**config.mk**
```make
export PLATFORM = sky130hd
export DESIGN_NAME = com_int8_6to1_serializer_flat
export DESIGN_NICKNAME = d
export VERILOG_FILES = /design/src/rtl/com_int8_6to1_serializer_if.sv /design/src/rtl/com_int8_6to1_serializer.sv /design/src/flat_wrapper.sv
export SDC_FILE = /design/constraint.sdc
export NUM_CORES = 1
export LEC_CHECK = 0
export ABC_AREA = 1
export BUFFER_PORTS_ARGS = -buffer_cell sky130_fd_sc_hd__buf_4
export CAP_MARGIN = 20
export CELL_PAD_IN_SITES_DETAIL_PLACEMENT = 0
export CELL_PAD_IN_SITES_GLOBAL_PLACEMENT = 1
export CORE_MARGIN = 5
export CORE_UTILIZATION = 30
export CTS_BUF_LIST = sky130_fd_sc_hd__clkbuf_16
export CTS_CLUSTER_DIAMETER = 200
export CTS_CLUSTER_SIZE = 24
export DETAILED_ROUTE_END_ITERATION = 6
export PLACE_DENSITY_LB_ADDON = 0.1
export RECOVER_POWER = 50
export SLEW_MARGIN = 20
export SYNTH_ARGS = -nofsm -noshare
export SYNTH_HDL_FRONTEND = slang
export SYNTH_SLANG_ARGS = --single-unit
```
**constraint.sdc**
```tcl
create_clock -name clk -period 1.47 [get_ports clk]
set_input_delay 0.2205 -clock clk [delete_from_list [all_inputs] [get_ports clk]]
set_output_delay 0.2205 -clock clk [all_outputs]
set_load 0.02 [all_outputs]
```
**src/rtl/com_int8_6to1_serializer_if.sv**
```systemverilog
// Beat-in / lane-out handshake bundle for the 6:1 int8 serializer.
// The slave modport is the serializer's view; master is the driver/consumer side.
interface com_int8_6to1_serializer_if #(
   parameter int DATA_W = 8,
   parameter int LANES  = 6,
   parameter int SEL_W  = 3
);
   logic                      in_valid;
   logic                      in_ready;
   logic [LANES*DATA_W-1:0]   in_data;
   logic [SEL_W-1:0]          in_num;
   logic                      out_valid;
   logic                      out_ready;
   logic [DATA_W-1:0]         out_data;
   logic [SEL_W-1:0]          out_lane;
   logic                      out_last;

   modport slave (
      input  in_valid,
      output in_ready,
      input  in_data,
      input  in_num,
      output out_valid,
      input  out_ready,
      output out_data,
      output out_lane,
      output out_last
   );

   modport master (
      output in_valid,
      input  in_ready,
      output in_data,
      output in_num,
      input  out_valid,
      output out_ready,
      input  out_data,
      input  out_lane,
      input  out_last
   );
endinterface

```
**src/rtl/com_int8_6to1_serializer.sv**
```systemverilog
// Serializes one 6-lane int8 beat into single int8 transfers through an
// internal 6:1 lane mux fed from a holding register.
module com_int8_6to1_mux #(
   parameter int DATA_W = 8,
   parameter int SEL_W  = 3
) (
   input  logic [6*DATA_W-1:0] din,
   input  logic [SEL_W-1:0]    sel,
   output logic [DATA_W-1:0]   dout
);
   always_comb begin
      dout = '0;
      case (sel)
         SEL_W'(0): dout = din[0*DATA_W +: DATA_W];
         SEL_W'(1): dout = din[1*DATA_W +: DATA_W];
         SEL_W'(2): dout = din[2*DATA_W +: DATA_W];
         SEL_W'(3): dout = din[3*DATA_W +: DATA_W];
         SEL_W'(4): dout = din[4*DATA_W +: DATA_W];
         SEL_W'(5): dout = din[5*DATA_W +: DATA_W];
         default:   dout = '0;
      endcase
   end
endmodule

module com_int8_6to1_serializer #(
   parameter int DATA_W = 8,
   parameter int LANES  = 6,
   parameter int SEL_W  = 3
) (
   input  logic                            clk,
   input  logic                            rst_n,
   com_int8_6to1_serializer_if.slave       bus,
   output logic                            busy
);
   localparam logic [0:0] ST_IDLE  = 1'b0;
   localparam logic [0:0] ST_SHIFT = 1'b1;

   localparam logic [SEL_W-1:0] LANES_SEL = SEL_W'(LANES);
   localparam logic [SEL_W-1:0] ONE_SEL   = SEL_W'(1);

   logic [0:0]              state_q, state_d;
   logic [SEL_W-1:0]        sel_q,   sel_d;
   logic [SEL_W-1:0]        cnt_q,   cnt_d;
   logic [LANES*DATA_W-1:0] hold_q,  hold_d;

   logic                    shifting;
   logic                    last_lane;
   logic                    in_fire;
   logic                    out_fire;
   logic [SEL_W-1:0]        eff_cnt;
   logic [DATA_W-1:0]       mux_out;

   com_int8_6to1_mux #(
      .DATA_W (DATA_W),
      .SEL_W  (SEL_W)
   ) u_mux (
      .din  (hold_q),
      .sel  (sel_q),
      .dout (mux_out)
   );

   // Out-of-range lane counts (0, 7) fall back to a full beat.
   always_comb begin
      eff_cnt = bus.in_num;
      if (bus.in_num == '0 || bus.in_num > LANES_SEL) begin
         eff_cnt = LANES_SEL;
      end
   end

   always_comb begin
      shifting  = (state_q == ST_SHIFT);
      last_lane = shifting && (sel_q == cnt_q - ONE_SEL);
      out_fire  = shifting && bus.out_ready;
      // Accepting during SHIFT only on the last transfer keeps beats bubble-free.
      bus.in_ready = !shifting || (bus.out_ready && last_lane);
      in_fire      = bus.in_valid && bus.in_ready;
   end

   always_comb begin
      state_d = state_q;
      sel_d   = sel_q;
      cnt_d   = cnt_q;
      hold_d  = hold_q;
      if (in_fire) begin
         hold_d  = bus.in_data;
         cnt_d   = eff_cnt;
         sel_d   = '0;
         state_d = ST_SHIFT;
      end else if (out_fire) begin
         if (last_lane) begin
            sel_d   = '0;
            state_d = ST_IDLE;
         end else begin
            sel_d = sel_q + ONE_SEL;
         end
      end
   end

   always_ff @(posedge clk or negedge rst_n) begin
      if (!rst_n) begin
         state_q <= ST_IDLE;
         sel_q   <= '0;
         cnt_q   <= '0;
         hold_q  <= '0;
      end else begin
         state_q <= state_d;
         sel_q   <= sel_d;
         cnt_q   <= cnt_d;
         hold_q  <= hold_d;
      end
   end

   always_comb begin
      bus.out_valid = shifting;
      bus.out_data  = shifting ? mux_out : '0;
      bus.out_lane  = sel_q;
      bus.out_last  = last_lane;
      busy          = shifting;
   end
endmodule

```
**src/flat_wrapper.sv**
```systemverilog
// flat-port wrapper written by rule: the top's interface ports become plain ports
module com_int8_6to1_serializer_flat 
#(
   parameter int DATA_W = 8,
   parameter int LANES  = 6,
   parameter int SEL_W  = 3
)
  (clk, rst_n, busy, bus_in_valid, bus_in_ready, bus_in_data, bus_in_num, bus_out_valid, bus_out_ready, bus_out_data, bus_out_lane, bus_out_last);
  com_int8_6to1_serializer_if #(.DATA_W(DATA_W), .LANES(LANES), .SEL_W(SEL_W)) bus_i ();
  input  logic clk;
  input  logic rst_n;
  output logic busy;
  input wire logic [$bits(bus_i.in_valid)-1:0] bus_in_valid;
  output wire logic [$bits(bus_i.in_ready)-1:0] bus_in_ready;
  input wire logic [$bits(bus_i.in_data)-1:0] bus_in_data;
  input wire logic [$bits(bus_i.in_num)-1:0] bus_in_num;
  output wire logic [$bits(bus_i.out_valid)-1:0] bus_out_valid;
  input wire logic [$bits(bus_i.out_ready)-1:0] bus_out_ready;
  output wire logic [$bits(bus_i.out_data)-1:0] bus_out_data;
  output wire logic [$bits(bus_i.out_lane)-1:0] bus_out_lane;
  output wire logic [$bits(bus_i.out_last)-1:0] bus_out_last;
  assign bus_i.in_valid = bus_in_valid;
  assign bus_in_ready = bus_i.in_ready;
  assign bus_i.in_data = bus_in_data;
  assign bus_i.in_num = bus_in_num;
  assign bus_out_valid = bus_i.out_valid;
  assign bus_i.out_ready = bus_out_ready;
  assign bus_out_data = bus_i.out_data;
  assign bus_out_lane = bus_i.out_lane;
  assign bus_out_last = bus_i.out_last;
  com_int8_6to1_serializer #(.DATA_W(DATA_W), .LANES(LANES), .SEL_W(SEL_W)) u_core (.clk(clk), .rst_n(rst_n), .bus(bus_i), .busy(busy));
endmodule
```
==> flow_metrics.tcl <==
set metrics [dict create \
    timing.final.crit_period_ns 2.00 \
    yosys-top-cells-count "sky130_fd_sc_hd__nand2_1 (160), sky130_fd_sc_hd__nand3_1 (60), sky130_fd_sc_hd__dfrtp_1 (55), sky130_fd_sc_hd__inv_1 (16), sky130_fd_sc_hd__nor2_1 (11)" \
    post-place-ws_ns -0.306 \
    layout.core_utilization_pct 52.8 \
    crit_path_start "u_core.bus.out_lane[1]" \
    grt_max_degree 31 \
    port-buffer-count 69 \
    drt-pass1-iter-count 4 \
    design.portCount 70 \
    tritoncts.num_buffers 5 \
    setup-violations-final 62 \
    worst_hold_startpoint "bus_in_data[13]" \
    finalHoldViolations 0 \
    antenna_found_initial 0 \
    synth.distinct_cells 22 \
    yosysSeqAreaShare_pct 49.6 \
    num-nets-final 526 \
    synthFlopType "sky130_fd_sc_hd__dfrtp_1" \
    avgSynthCellArea_um2 7.80 \
    syn_nets 417 \
    final_instance_count_excl_fillers 577 \
    unrepaired_setup_endpoints_after_global_routing "true" \
    drt-vias-per-instance 4.74 \
    clkTransAtPathRegs_ns 0.07 \
    vdd_drop_max_mv 0.909 \
    cts_root_buf "sky130_fd_sc_hd__clkbuf_16" \
    violations "setup timing" \
    power_density_over_the_cells_nw_per_um2 2300 \
    vias 2736 \
    tritoncts "done" \
    synth_enable_flop_cells 0 \
    critical_path_arrival_ns 1.78 \
    regToRegStartpoint "u_core.bus.out_lane[0]" \
    min_period_over_period_pct 136 \
    drive_gt1_share_pct 57.7 \
    drt_first_iter_violations 93 \
    synth_top_area_cell "sky130_fd_sc_hd__dfrtp_1" \
    max_slew_violation_count 0 \
    layout.cell_area.non_filler_um2 4830 \
    syn2layout_area_growth_pct 74.1 \
    status "finished, violations left" \
    crit_fanout 4 \
    hold_path_end "u_core.hold_q[13]" \
    hpwlAfterDp_um 6100 \
    worst_setup_path_end_kind "output port" \
    min_delay_path_depth 3 \
    yosys_register_bits 55 \
    cts_max_path_buffers 2 \
    timing.max_slew.rel_slack_pct 51.5 \
    route.antenna.remaining_nets 0 \
    wl_um 9880 \
    detail_route.wl_per_cell_um 17.1 \
    required_ns 1.25 \
    synth_area_um2 2780 \
    min-delay-path-class "in -> reg" \
    r2r_slack_ns -0.39 \
    dieArea_um2 11300 \
    inst_count_dp 538 \
    timing.clock.skew_ns 0.00655 \
    clock_insertion_delay_worst_skew_ns 0.29 \
    synth_top_area_share_pct 49.6 \
    drv_cap 0 \
    residual_drc 0 \
    cts_sinks 55 \
    weighted_congestion_at_the_end_of_routability_driven_global_placement 0.766 \
    yosysWarnings 0 \
    worstSetupStartpointType "flop" \
    grt_pass1_vias 2776 \
    power_leakage_nw 2.38 \
    ys_async_sr_fraction_pct 100 \
    postSynthCellCount 356 \
    multiInputGateArea_um2 1840 \
    core-area_um2 9150 \
    global_route.overflow_total 0 \
    clock.fmax_ghz 0.501 \
    grt_first_pass_wirelength_um 15300 \
    die_width_um 106 \
    global_route.usage.total_pct 17.4 \
    worstSetupPathType "reg -> out" \
    final.setup.worst_slack_ns -0.527 \
    synth_top_cells_by_area "sky130_fd_sc_hd__dfrtp_1 (50%), sky130_fd_sc_hd__nand2_1 (22%), sky130_fd_sc_hd__nand3_1 (11%), sky130_fd_sc_hd__ha_1 (2.7%), sky130_fd_sc_hd__inv_1 (2.2%)" \
    maximum_level_of_the_cts_h_tree 2 \
    timing_worst_slew_pin_value_ns 0.728 \
    crit-reg2reg-capture "u_core.hold_q[19]" \
    die_height_um 106 \
    row_count 35 \
    diodes 0 \
    place_area_um2 3670 \
    initial_utilization_pct 30.3 \
    r2r.worst_path.cells 12 \
    area.sequential_um2 1380 \
    layout.filler_cells 858 \
    synthMostInstantiatedCell "sky130_fd_sc_hd__nand2_1" \
]
==> final cells by class <==
type	instances	share of cell area [%]
Tap cell	111	2.87
Sequential cell	55	28.6
Multi-Input combinational cell	263	38.1
Clock buffer	5	2.59
Clock inverter	3	0.414
Inverter	19	1.68
Timing Repair Buffer	121	25.8
==> stage by stage <==
| stage | setup TNS [ns] | hold slack [ns] | total power [W] |
|---|---|---|---|
| CTS | -26.94 | 0.152 | 0.0101 |
| floorplan | -6.24 | -0.0751 | 0.00538 |
| global route | -28.59 | 0.148 | 0.0119 |
| detailed placement | -12.56 | 0.174 | 0.00706 |
| finish | -23.98 | 0.153 | 0.0111 |
| global placement | -11.52 | 0.172 | 0.00702 |
==> critical path, stage by stage (launching register included) <==
cell,delay [ns]
sky130_fd_sc_hd__dfrtp_2,0.46
sky130_fd_sc_hd__buf_6,0.14
sky130_fd_sc_hd__ha_4,0.15
sky130_fd_sc_hd__inv_2,0.06
sky130_fd_sc_hd__nor2_4,0.04
sky130_fd_sc_hd__buf_4,0.15
sky130_fd_sc_hd__nand2_1,0.05
sky130_fd_sc_hd__nand2_1,0.05
sky130_fd_sc_hd__nor2_2,0.14
sky130_fd_sc_hd__a31oi_4,0.11
sky130_fd_sc_hd__buf_6,0.14
==> cell families (layout without fill, tap and decap cells) <==
| kind of cell | count (synthesis) | count (layout) | share of synthesized area (%) |
|---|---|---|---|
| and+or+nand+nor | 235 | 235 | 35.3 |
| DFF | 55 | 55 | 49.6 |
| buffers and inverters | 38 | 148 | 7.35 |
| AOI/OAI and AO/OA | 22 | 22 | 5.05 |
| adders and majority gates | 6 | 6 | 2.70 |
==> power by group <==
group	leakage (nW)	internal [W]	switching, W
combinational	1.64	0.00350	0.00344
sequential	0.679	0.00224	0.000751
clock	0.0674	0.000630	0.000561
==> routing by layer <==
metal	vias up	GRT usage, %	share of wire [%]
li1	1359	-	-
met1	1310	25.1	47
met2	56	26.9	46
met3	11	3.40	4.1
met4	0	4.35	2.3
met5	-	0	0
==> cell usage in the layout, fill, tap and decap left out, types with 5 or more instances in the layout <==
master	synthesis	layout
sky130_fd_sc_hd__buf_6	5	15
sky130_fd_sc_hd__inv_2	2	7
sky130_fd_sc_hd__nand3_2	1	12
sky130_fd_sc_hd__nor2_4	0	8
sky130_fd_sc_hd__nand3_1	60	49
sky130_fd_sc_hd__buf_12	0	10
sky130_fd_sc_hd__clkbuf_16	0	7
sky130_fd_sc_hd__inv_1	16	7
sky130_fd_sc_hd__nand2_4	2	27
sky130_fd_sc_hd__buf_16	0	5
sky130_fd_sc_hd__nand2_2	0	57
sky130_fd_sc_hd__buf_4	6	84
sky130_fd_sc_hd__nand2_1	160	77
sky130_fd_sc_hd__dfrtp_1	55	52
sky130_fd_sc_hd__a21oi_2	0	5
sky130_fd_sc_hd__ha_4	0	6
==> repair_timing <==
item | 4_1_cts | 5_1_grt
cloned | 7 | 2
hold buffers | 1 | 0
buffers inserted | 16 | 9
pin swaps | 36 | 27
hold endpoints to repair | 25 | 0
resized for setup | 60 | 128
endpoints found under the setup margin | 62 | 66
==> flip-flops by register name, summed over array words and instances (netlist names) <==
register / count
u_core.bus.out_lane: 3
u_core.bus.out_valid: 1
u_core.cnt_q: 3
u_core.hold_q: 48
==> worst max-delay path by stage <==
stage	endpoint	slack (ns)	depth (start not counted)
2_1_floorplan	u_core.cnt_q[2]	-0.11	11
3_3_place_gp	bus_out_data[2]	-0.27	8
3_5_place_dp	bus_out_data[2]	-0.31	8
4_1_cts	bus_out_data[5]	-0.52	9
5_1_grt	bus_out_data[7]	-0.61	10
6_report	bus_out_data[3]	-0.53	10
Power figures use the tool's default switching activity.
